### config.mk
export PLATFORM = sky130hd
export DESIGN_NAME = mux_rr_scheduler
export DESIGN_NICKNAME = d
export VERILOG_FILES = /design/src/rtl/mux_sched_pkg.sv /design/src/rtl/rr_pick.sv /design/src/rtl/mux_rr_scheduler.sv
export SDC_FILE = /design/constraint.sdc
export NUM_CORES = 1
export LEC_CHECK = 0
export BUFFER_PORTS_ARGS = -buffer_cell sky130_fd_sc_hd__buf_2
export CORE_AREA = 4 4 62 64
export CTS_CLUSTER_SIZE = 30
export DETAILED_ROUTE_END_ITERATION = 12
export DIE_AREA = 0 0 66 68
export GPL_TIMING_DRIVEN = 0
export PLACE_DENSITY = 0.7
export SLEW_MARGIN = 20
export SYNTH_ARGS = -nofsm -noshare
export SYNTH_HDL_FRONTEND = slang
export SYNTH_HIERARCHICAL = 1
export SYNTH_SLANG_ARGS = --single-unit
### constraint.sdc
create_clock -name clk -period 9.91 [get_ports clk]
set_input_delay 1.982 -clock clk [delete_from_list [all_inputs] [get_ports clk]]
set_output_delay 1.982 -clock clk [all_outputs]
set_load 0.01 [all_outputs]
### src/rtl/mux_sched_pkg.sv
// Shared definitions for the round-robin mux scheduler: state encoding, size defaults
// and the one-hot-to-index helper. Optional feature macro: MUX_SCHED_PRIO0_EN.
package mux_sched_pkg;

    localparam int N_REQ_DEF = 8;
    localparam int SEL_W_DEF = 3;

    typedef enum logic {
        ST_IDLE  = 1'b0,
        ST_GRANT = 1'b1
    } state_t;

    function automatic logic [SEL_W_DEF-1:0] onehot_to_idx(input logic [N_REQ_DEF-1:0] oh);
        logic [SEL_W_DEF-1:0] idx;
        idx = '0;
        for (int i = 0; i < N_REQ_DEF; i++) begin
            if (oh[i]) begin
                idx = idx | SEL_W_DEF'(i);
            end
        end
        return idx;
    endfunction

endpackage

### src/rtl/rr_pick.sv
// Combinational rotating priority encoder: scans ptr+1, ptr+2, ... modulo N_REQ,
// with ptr itself checked last, and reports the first requesting index.
module rr_pick
    import mux_sched_pkg::*;
#(
    parameter int N_REQ = N_REQ_DEF,
    parameter int SEL_W = SEL_W_DEF
) (
    input  logic [N_REQ-1:0] req,
    input  logic [SEL_W-1:0] ptr,
    output logic             found,
    output logic [SEL_W-1:0] idx
);

    logic [SEL_W-1:0] cand;

    // Walk from the farthest candidate to the nearest so the nearest set bit wins.
    always_comb begin
        found = 1'b0;
        idx   = ptr;
        cand  = ptr;
        for (int i = N_REQ; i >= 1; i--) begin
            cand = ptr + SEL_W'(i);
            if (req[cand]) begin
                found = 1'b1;
                idx   = cand;
            end
        end
    end

endmodule

### src/rtl/mux_rr_scheduler.sv
// Round-robin owner scheduler for the shared 8:1 mux with a per-grant dwell cap.
// Defining MUX_SCHED_PRIO0_EN makes requester 0 preempt any other owner.
module mux_rr_scheduler
    import mux_sched_pkg::*;
#(
    parameter int N_REQ       = N_REQ_DEF,
    parameter int SEL_W       = SEL_W_DEF,
    parameter int HOLD_CYCLES = 4,
    parameter int CNT_W       = 4
) (
    input  logic             clk,
    input  logic             rst,
    input  logic [N_REQ-1:0] req,
    output logic [SEL_W-1:0] sel,
    output logic [N_REQ-1:0] grant,
    output logic             busy,
    output logic             switch
);

    state_t           state_q, state_d;
    logic [SEL_W-1:0] ptr_q, ptr_d;
    logic [CNT_W-1:0] cnt_q, cnt_d;
    logic [SEL_W-1:0] sel_q, sel_d;
    logic [N_REQ-1:0] grant_q, grant_d;
    logic             busy_q, busy_d;
    logic             switch_q, switch_d;

    logic             pick_found;
    logic [SEL_W-1:0] pick_idx;
    logic             win_found;
    logic [SEL_W-1:0] win_idx;
    logic [SEL_W-1:0] owner;
    logic             preempt;
    logic             release_now;

    rr_pick #(
        .N_REQ (N_REQ),
        .SEL_W (SEL_W)
    ) u_pick (
        .req   (req),
        .ptr   (ptr_q),
        .found (pick_found),
        .idx   (pick_idx)
    );

    assign owner = onehot_to_idx(grant_q);

`ifdef MUX_SCHED_PRIO0_EN
    // Requester 0 wins every decision it takes part in and can cut any other owner short.
    assign win_found = pick_found;
    assign win_idx   = req[0] ? '0 : pick_idx;
    assign preempt   = (state_q == ST_GRANT) && req[0] && (owner != '0);
`else
    assign win_found = pick_found;
    assign win_idx   = pick_idx;
    assign preempt   = 1'b0;
`endif

    assign release_now = (state_q == ST_GRANT) &&
                         (!req[owner] || (cnt_q == CNT_W'(HOLD_CYCLES - 1)) || preempt);

    always_comb begin
        state_d  = state_q;
        ptr_d    = ptr_q;
        cnt_d    = cnt_q;
        sel_d    = sel_q;
        grant_d  = grant_q;
        busy_d   = busy_q;
        switch_d = 1'b0;
        case (state_q)
            ST_IDLE: begin
                if (win_found) begin
                    state_d  = ST_GRANT;
                    ptr_d    = win_idx;
                    cnt_d    = '0;
                    sel_d    = win_idx;
                    grant_d  = N_REQ'(1) << win_idx;
                    busy_d   = 1'b1;
                    switch_d = 1'b1;
                end
            end
            ST_GRANT: begin
                if (!release_now) begin
                    cnt_d = cnt_q + CNT_W'(1);
                end else if (win_found) begin
                    // Hand over on the same edge; re-granting the same owner just restarts the dwell.
                    ptr_d    = win_idx;
                    cnt_d    = '0;
                    sel_d    = win_idx;
                    grant_d  = N_REQ'(1) << win_idx;
                    switch_d = (win_idx != owner);
                end else begin
                    state_d = ST_IDLE;
                    cnt_d   = '0;
                    grant_d = '0;
                    busy_d  = 1'b0;
                end
            end
            default: begin
                state_d = ST_IDLE;
                grant_d = '0;
                busy_d  = 1'b0;
            end
        endcase
    end

    // ptr resets to the last index so the first search after reset starts at 0.
    always_ff @(posedge clk) begin
        if (rst) begin
            state_q  <= ST_IDLE;
            ptr_q    <= SEL_W'(N_REQ - 1);
            cnt_q    <= '0;
            sel_q    <= '0;
            grant_q  <= '0;
            busy_q   <= 1'b0;
            switch_q <= 1'b0;
        end else begin
            state_q  <= state_d;
            ptr_q    <= ptr_d;
            cnt_q    <= cnt_d;
            sel_q    <= sel_d;
            grant_q  <= grant_d;
            busy_q   <= busy_d;
            switch_q <= switch_d;
        end
    end

    assign sel    = sel_q;
    assign grant  = grant_q;
    assign busy   = busy_q;
    assign switch = switch_q;

endmodule

==> summary.md, run 1 <==
| Metric | Value |
|---|---|
| Status | `finished, final reports clean` |
| Post_cts resized | `0` |
| Final WL | `4080 um` |
| Largest net degree at the start of global routing | `12` |
| Fin crit share | `45.7%` |
| Synthesized cell area | `about 1700 um2` |
| Worst path arrival time | `4.75 ns` |
| Max-slew violation count | `0` |
| H-Tree Level Count | `1` |
| Drt first pass iters | `4` |
| DR vias/cell | `6.07` |
| Row count | `21` |
| Fillers | `approximately 310` |
| VDD IR-drop max | `around 190 uV` |
| Design Power | `0.000802 W` |
| Reg-to-reg slack, setup | `5.86 ns` |
| Fmax | `around 0.22 GHz` |
| Antenna violations before repair | `0` |
| Worst hold slack | `0.485 ns` |
| Worst path slowest cell | `a211oi_1` |
| DRC | `0` |
| Setup violations, final | `0` |
| Synth Net Count | `203` |
| Gr ovfl total | `0` |
| Starting Density | `between 50% and 60%` |
| Number of library cell types mapped by synthesis | `51` |
| EDFF count, synth | `0` |
| Total Nets Final | `229` |
| Largest delay contributor family on the critical path | `compound AO/OA/AOI/OAI gates` |
| Path depth of the worst reg2reg path | `14` |
| Tightest Hold Check Type | `register to register` |
| Core Footprint | `approximately 3300 um2` |
| Clock Latency Late Sink | `0.31 ns` |
| Total CTS buffers | `3` |
| PortBufs | `21` |
| Slew margin rel. | `38.8%` |
| RR Endpoint | `grant[5]` |
| Layout area overhead | `10.9%` |
| Slowest Stage Delay on Critical Path | `0.78 ns` |
| Inserted Diodes | `0` |
| Final Hold Violating Endpoints | `0` |
| Worst Tran Pin Value | `0.912 ns` |
| Worst Setup Start Kind | `primary input` |
| Vias post-DR | `1577` |
| Post-layout min period | `roughly 4.5 ns` |
| Hold Crit Start | `sel[1]` |
| Die Span Y | `around 68 um` |
| Chip width | `66 um` |
| Post-CTS Repair Setup Buffers | `0` |
| GR Util All Layers | `19.7%` |
| DPL Wire Length | `3230 um` |
| Total power per unit cell area | `419 nW/um2` |
| CTS tree | `built` |
| Ports | `23` |
| Max clock buf depth | `2` |
| Routed wire per std cell | `15.7 um` |
| WS Path Type | `primary input to register` |
| Post-synthesis cell count | `189` |
| CP endpoint kind | `register` |
| Max Cap Viol | `0` |
| Reg2Reg Launch Point | `ptr_q[1]` |
| Final Skew | `0.00357 ns` |
| Yosys warns | `6` |
| Hold Path Depth | `2` |
| Required time worst endpoint | `10.13 ns` |
| Detail Route Antenna Nets | `0` |
| Async SR Flop Fraction | `0%` |
| Root buf cell | `clkbuf_4` |
| Cells along the critical path | `buf_2 > mux4_2 > a22oi_1 > a221o_1 > a32o_1 > a21oi_1 > a211oi_1 > nand2_1 > or2_2 > o32ai_1` |
| Worst Path Max Fanout | `6` |
| Worst Hold Endpoint | `sel[1]` |
| Clock transition at path regs | `0.11 ns` |
| RD Place Congestion | `between 0.8 and 0.9` |
| #FFs+latches synth | `21` |
| Avg Inst Size Synth | `9.14 um2` |
| Vias in the first global route | `1507` |
| RSZ-0062 raised after global routing | `false` |
| Sequential-to-total area share from yosys stat | `24.3%` |
| Main synth FF type | `dfxtp_1` |
| Die outline area | `roughly 4500 um2` |
| # hold bufs at CTS | `0` |
| DRT iter0 DRCs | `84` |
| Leak | `0.792 nW` |
| CTS Sinks | `21` |
| Layout cells sized above 1 | `24.8%` |
| Setup_tns | `0 ns` |
| Critical path buffers and inverters | `1` |
| Global-route wire length before repair | `around 7000 um` |
-- worst min-delay path: cells and delay by family, from the launching register on --
family / cells / cell delay [ns]
flops: 1 / 0.32
simple gates: 1 / 0.05
mux: 1 / 0.07
-- cells in the final DEF (no fill, tap or decap), types with 3 or more instances in the layout --
cell type	instances
inv_1	19
clkbuf_1	5
o32ai_1	9
a21oi_1	10
o211ai_1	7
nand3_1	7
mux2i_1	10
nand2_1	23
ha_1	4
mux4_2	9
mux2_2	3
buf_2	22
nor2_1	3
dfxtp_1	21
clkbuf_4	3
a22oi_1	3
xnor2_1	5
-- synthesized netlist by cell type, drive strengths merged, types with 2 or more instances --
cell type / number / area share, %
a211oi: 2 / 0.87
a21oi: 12 / 3.9
a22oi: 4 / 2.0
and2: 2 / 0.72
buf: 3 / 1.6
clkbuf: 5 / 1.2
dfxtp: 21 / 24
ha: 4 / 2.9
inv: 19 / 4.1
mux2: 5 / 3.7
mux2i: 12 / 7.4
mux4: 9 / 12
nand2: 23 / 5.0
nand3: 7 / 2.0
nor2: 3 / 0.65
nor2b: 3 / 1.5
nor3: 2 / 0.58
nor4: 4 / 3.6
o2111ai: 2 / 1.0
o211ai: 7 / 3.0
o21a: 2 / 0.87
o21ai: 4 / 1.2
o32ai: 9 / 4.6
or3: 2 / 0.72
or4: 2 / 0.87
xnor2: 5 / 2.5
xor2: 2 / 1.0
-- per-stage QoR --
step	util, %	area, um2	cells	setup WS (ns)
2_1_floorplan	-	1730	189	5.66
3_3_place_gp	57.5	1890	256	5.13
3_5_place_dp	57.5	1890	256	5.11
4_1_cts	58.3	1920	260	5.46
5_1_grt	58.3	1920	260	5.15
6_report	58.3	1920	260	5.38
-- how the worst max path moves through the flow --
stage           start  cells past startpoint  slack [ns]        to
6_report       req[0]                     10        5.38  grant[5]
5_1_grt        req[0]                     10        5.15  grant[5]
4_1_cts        req[0]                     10        5.46  grant[5]
3_5_place_dp   req[0]                     10        5.11  grant[5]
3_3_place_gp   req[0]                     10        5.13  grant[5]
2_1_floorplan  req[2]                     10        5.66  cnt_q[2]
-- flip-flops by register name (all words and copies together) (netlist names) --
name / count
grant: 8
ptr_q: 3
cnt_q: 4
state_q: 1
sel: 3
switch: 1
busy: 1
-- routing by layer --
layer / vias to the layer above / GRT usage, % / wire (um)
li1: 770 / - / -
met1: 762 / 25.9 / 1910
met2: 43 / 33.9 / 1990
met3: 2 / 3.28 / 164
met4: 0 / 4.57 / 12
met5: - / 0 / 0
-- layout make-up --
| cell class | count | area (um2) | area share, % |
|---|---|---|---|
| tap | 46 | 57.6 | 3.00 |
| sequential | 21 | 420 | 21.9 |
| clock buffer | 4 | 26.3 | 1.37 |
| buffer | 8 | 47.5 | 2.48 |
| multi-input combinational | 140 | 1180 | 61.8 |
| timing repair buffer | 21 | 105 | 5.49 |
| inverter | 20 | 75.1 | 3.92 |
-- kinds of logic (layout without fill, tap and decap cells) --
group | Yosys count | after routing | share of synthesized area [%]
AO/OA/AOI/OAI | 50 | 50 | 21.3
AND/OR/NAND/NOR | 53 | 53 | 18.0
buffers and inverters | 28 | 53 | 7.10
multiplexers | 26 | 26 | 22.8
XOR/XNOR | 7 | 7 | 3.55
flip-flops | 21 | 21 | 24.3
adder cells (fa/ha/maj) | 4 | 4 | 2.90
-- where the power goes --
part | internal, W | leakage [nW] | switching, W | total, W
Combinational | 0.000273 | 0.605 | 0.000354 | 0.000627
Clock | 0.0000157 | 0.0150 | 0.0000264 | 0.0000422
Sequential | 0.000109 | 0.172 | 0.0000238 | 0.000133
Total | 0.000398 | 0.792 | 0.000405 | 0.000802
Power figures use the tool's default switching activity.
==> run 2: changes to the inputs <==
Settings changed: ABC_AREA set to 1, PLACE_DENSITY 0.7 to 0.72.
Clock period 9.91 ns to 4.57 ns, I/O delays scaled along.
==> summary.md, run 2 <==
| Metric | Value |
|---|---|
| Status | `finished, final reports clean` |
| Mux contribution to synthesized area | `0% (-23 points)` |
| Required time worst endpoint | `4.82 ns (-5.31 ns)` |
| Critical Path End | `grant[4]` |
| PortBufs | `21 (unchanged)` |
| Post-CTS Repair Setup Buffers | `0 (unchanged)` |
| Worst Setup Start Kind | `register` |
| Top post-synthesis cells by count | `73 x nand2_1, 55 x nand3_1, 28 x inv_1` |
| Path depth of the worst reg2reg path | `18 (+4)` |
| Sequential-to-total area share from yosys stat | `23.7% (-0.69 points)` |
| Layout cells sized above 1 | `21.2% (-3.6 points)` |
| H-Tree Level Count | `1 (unchanged)` |
| Root buf cell | `clkbuf_4` |
| Synth Area in XOR/XNOR | `4.37% (+0.82 points)` |
| Worst setup path startpoint | `ptr_q[1]` |
| Max FFs per register | `8 (unchanged)` |
| Yosys warns | `6 (unchanged)` |
| Inserted Diodes | `0 (unchanged)` |
| Final Core Density | `60.0% (+1.6 points)` |
| Tightest Hold Check Type | `register to register` |
| Clock transition at path regs | `0.12 ns (about the same)` |
| Area leader, netlist | `dfxtp_1` |
| Worst path arrival time | `3.52 ns (-1.23 ns)` |
| Fmax | `0.306 GHz` |
| Fillers | `336 (+9.8%)` |
| WS Path Type | `register to register` |
| Synthesized cell area | `1780 um2 (+2.9%)` |
| Number of library cell types mapped by synthesis | `33 (-35%)` |
| Post_cts resized | `0 (unchanged)` |
| CP endpoint kind | `register` |
| RSZ-0062 raised after global routing | `false` |
| Final Worst Setup Slack | `1.30 ns (-4.08 ns)` |
| Total Nets Final | `312 (+36%)` |
| Die outline area | `4490 um2 (unchanged)` |
| Final Hold Violating Endpoints | `0 (unchanged)` |
| EDFF count, synth | `0 (unchanged)` |
| # hold bufs at CTS | `0 (unchanged)` |
| DR vias/cell | `5.32 (-12%)` |
| Final Skew | `0.00485 ns (+0.00128 ns)` |
| Reg-to-reg slack, setup | `1.30 ns (-4.56 ns)` |
| Leading cell type in the layout, fill and taps excluded | `nand2_1` |
| Max clock buf depth | `2 (unchanged)` |
| Fin crit share | `71.5%` |
| Vias in the first global route | `1535 (+1.9%)` |
| Reg2Reg Launch Point | `ptr_q[1]` |
| Synth Area in Compound Gates | `9.79% (-12 points)` |
| Clock Latency Late Sink | `0.31 ns (about the same)` |
| Gr ovfl total | `0 (unchanged)` |
| Top cells by area, synth | `dfxtp_1 24%, nand3_1 15%, nand2_1 15%` |
| Async SR Flop Fraction | `0% (unchanged)` |
| Count leader, synth | `nand2_1` |
| RR Endpoint | `grant[4]` |
| Global-route wire length before repair | `6800 um (-0.90%)` |
| Core Footprint | `3280 um2 (unchanged)` |
| Layout area overhead | `10.8% (about the same)` |
| DRC | `0 (unchanged)` |
| Setup_tns | `0 ns (unchanged)` |
| Largest net degree at the start of global routing | `14 (+2)` |
| Dpl ws | `1.35 ns (-3.76 ns)` |
| Row count | `21 (unchanged)` |
| RD Place Congestion | `0.844 (-4.6%)` |
| Synth top area share | `23.7% (-0.69 points)` |
| DRT iter0 DRCs | `111 (+32%)` |
| Slew margin rel. | `60.2% (+21 points)` |
| Detail Route Antenna Nets | `0 (unchanged)` |
| Simple-gate share of the synthesized area | `49.4% (+31 points)` |
| Largest family of logic cells by synthesized area | `simple AND/OR/NAND/NOR gates` |
| Chip width | `66 um (unchanged)` |
| Avg Inst Size Synth | `6.53 um2 (-29%)` |
| Post-layout min period | `3.27 ns` |
| Ports | `23 (unchanged)` |
| Drt first pass iters | `4 (unchanged)` |
| Synth Net Count | `286 (+41%)` |
| Setup violations, final | `0 (unchanged)` |
| Vias post-DR | `1826 (+16%)` |
| Routed wire per std cell | `11.9 um (-24%)` |
| Max-slew violation count | `0 (unchanged)` |
| Post-synthesis cell count | `272 (+44%)` |
| GR Util All Layers | `19.4% (-0.26 points)` |
| Most frequent cells in the layout | `73 x nand2_1, 55 x nand3_1, 28 x inv_1` |
| Synth Area in Adders | `2.82% (-0.082 points)` |
| Total CTS buffers | `3 (unchanged)` |
| DPL Wire Length | `3340 um (+3.5%)` |
| Starting Density | `54.1% (+1.5 points)` |
| Worst Tran Pin Value | `0.597 ns (-0.315 ns)` |
| CTS tree | `built` |
| Max Cap Viol | `0 (unchanged)` |
| Worst Path Max Fanout | `8 (+2)` |
| #FFs+latches synth | `21 (unchanged)` |
| Antenna violations before repair | `0 (unchanged)` |
| CTS Sinks | `21 (unchanged)` |
| Final WL | `4070 um (-0.39%)` |
| Die Span Y | `68 um (unchanged)` |
| Main synth FF type | `dfxtp_1` |
## run 2: cell families after synthesis
logic type      Yosys count
simple gates            172
buf+inv                  39
compound gates           28
flops                    21
xor+xnor                  8
fa+ha+maj                 4
## run 2: worst max-delay path, stage by stage (launching register included)
cell       delay [ns]
dfxtp_1          0.39
buf_4            0.19
inv_2            0.09
ha_1             0.42
inv_1            0.17
nand3_1          0.17
nand3_2          0.11
nand2_1          0.07
nand3_1          0.06
nand3_1          0.07
nand3_1          0.06
nand2_1          0.06
nand2_1          0.04
a21oi_1          0.11
clkbuf_1         0.29
inv_1            0.14
a2111oi_0        0.47
nand2_1          0.14
a21oi_2          0.13
## run 2: cell type report
| type | count | area, um2 | share of cell area [%] |
|---|---|---|---|
| Clock inverter | 1 | 7.51 | 0.381 |
| Timing Repair Buffer | 21 | 105 | 5.34 |
| Multi-Input combinational cell | 212 | 1180 | 59.8 |
| Buffer | 8 | 53.8 | 2.73 |
| Clock buffer | 3 | 22.5 | 1.14 |
| Tap cell | 46 | 57.6 | 2.92 |
| Inverter | 31 | 124 | 6.29 |
| Sequential cell | 21 | 420 | 21.3 |
## run 2: worst min-delay path by stage
| stage | start | end | slack [ns] | cells past startpoint |
|---|---|---|---|---|
| finish | busy | busy | 0.47 | 2 |
| global route | busy | busy | 0.48 | 2 |
| CTS | busy | busy | 0.47 | 2 |
| detailed placement | busy | busy | 0.45 | 2 |
| global placement | busy | busy | 0.45 | 2 |
| floorplan | ptr_q[2] | ptr_q[2] | 0.45 | 2 |
## run 2: metrics by stage
stage	cell area, um2	hold slack [ns]	instances
global route	1970	0.481	343
global placement	1940	0.447	339
CTS	1970	0.466	343
floorplan	1780	0.451	272
finish	1970	0.466	343
detailed placement	1940	0.447	339
## run 2: per-layer routing
layer | share of wire (%) | routed length, um | up-vias | GRT usage, %
li1 | - | - | 945 | -
met1 | 48 | 1960 | 835 | 27.0
met2 | 46 | 1870 | 42 | 31.4
met3 | 4.8 | 195 | 4 | 3.45
met4 | 1.1 | 44 | 0 | 4.57
met5 | 0 | 0 | - | 0
Power of run 2 is left out: the tool's default activity adds up to more than one toggle a clock period on the data nets, which glitch-free logic cannot reach.
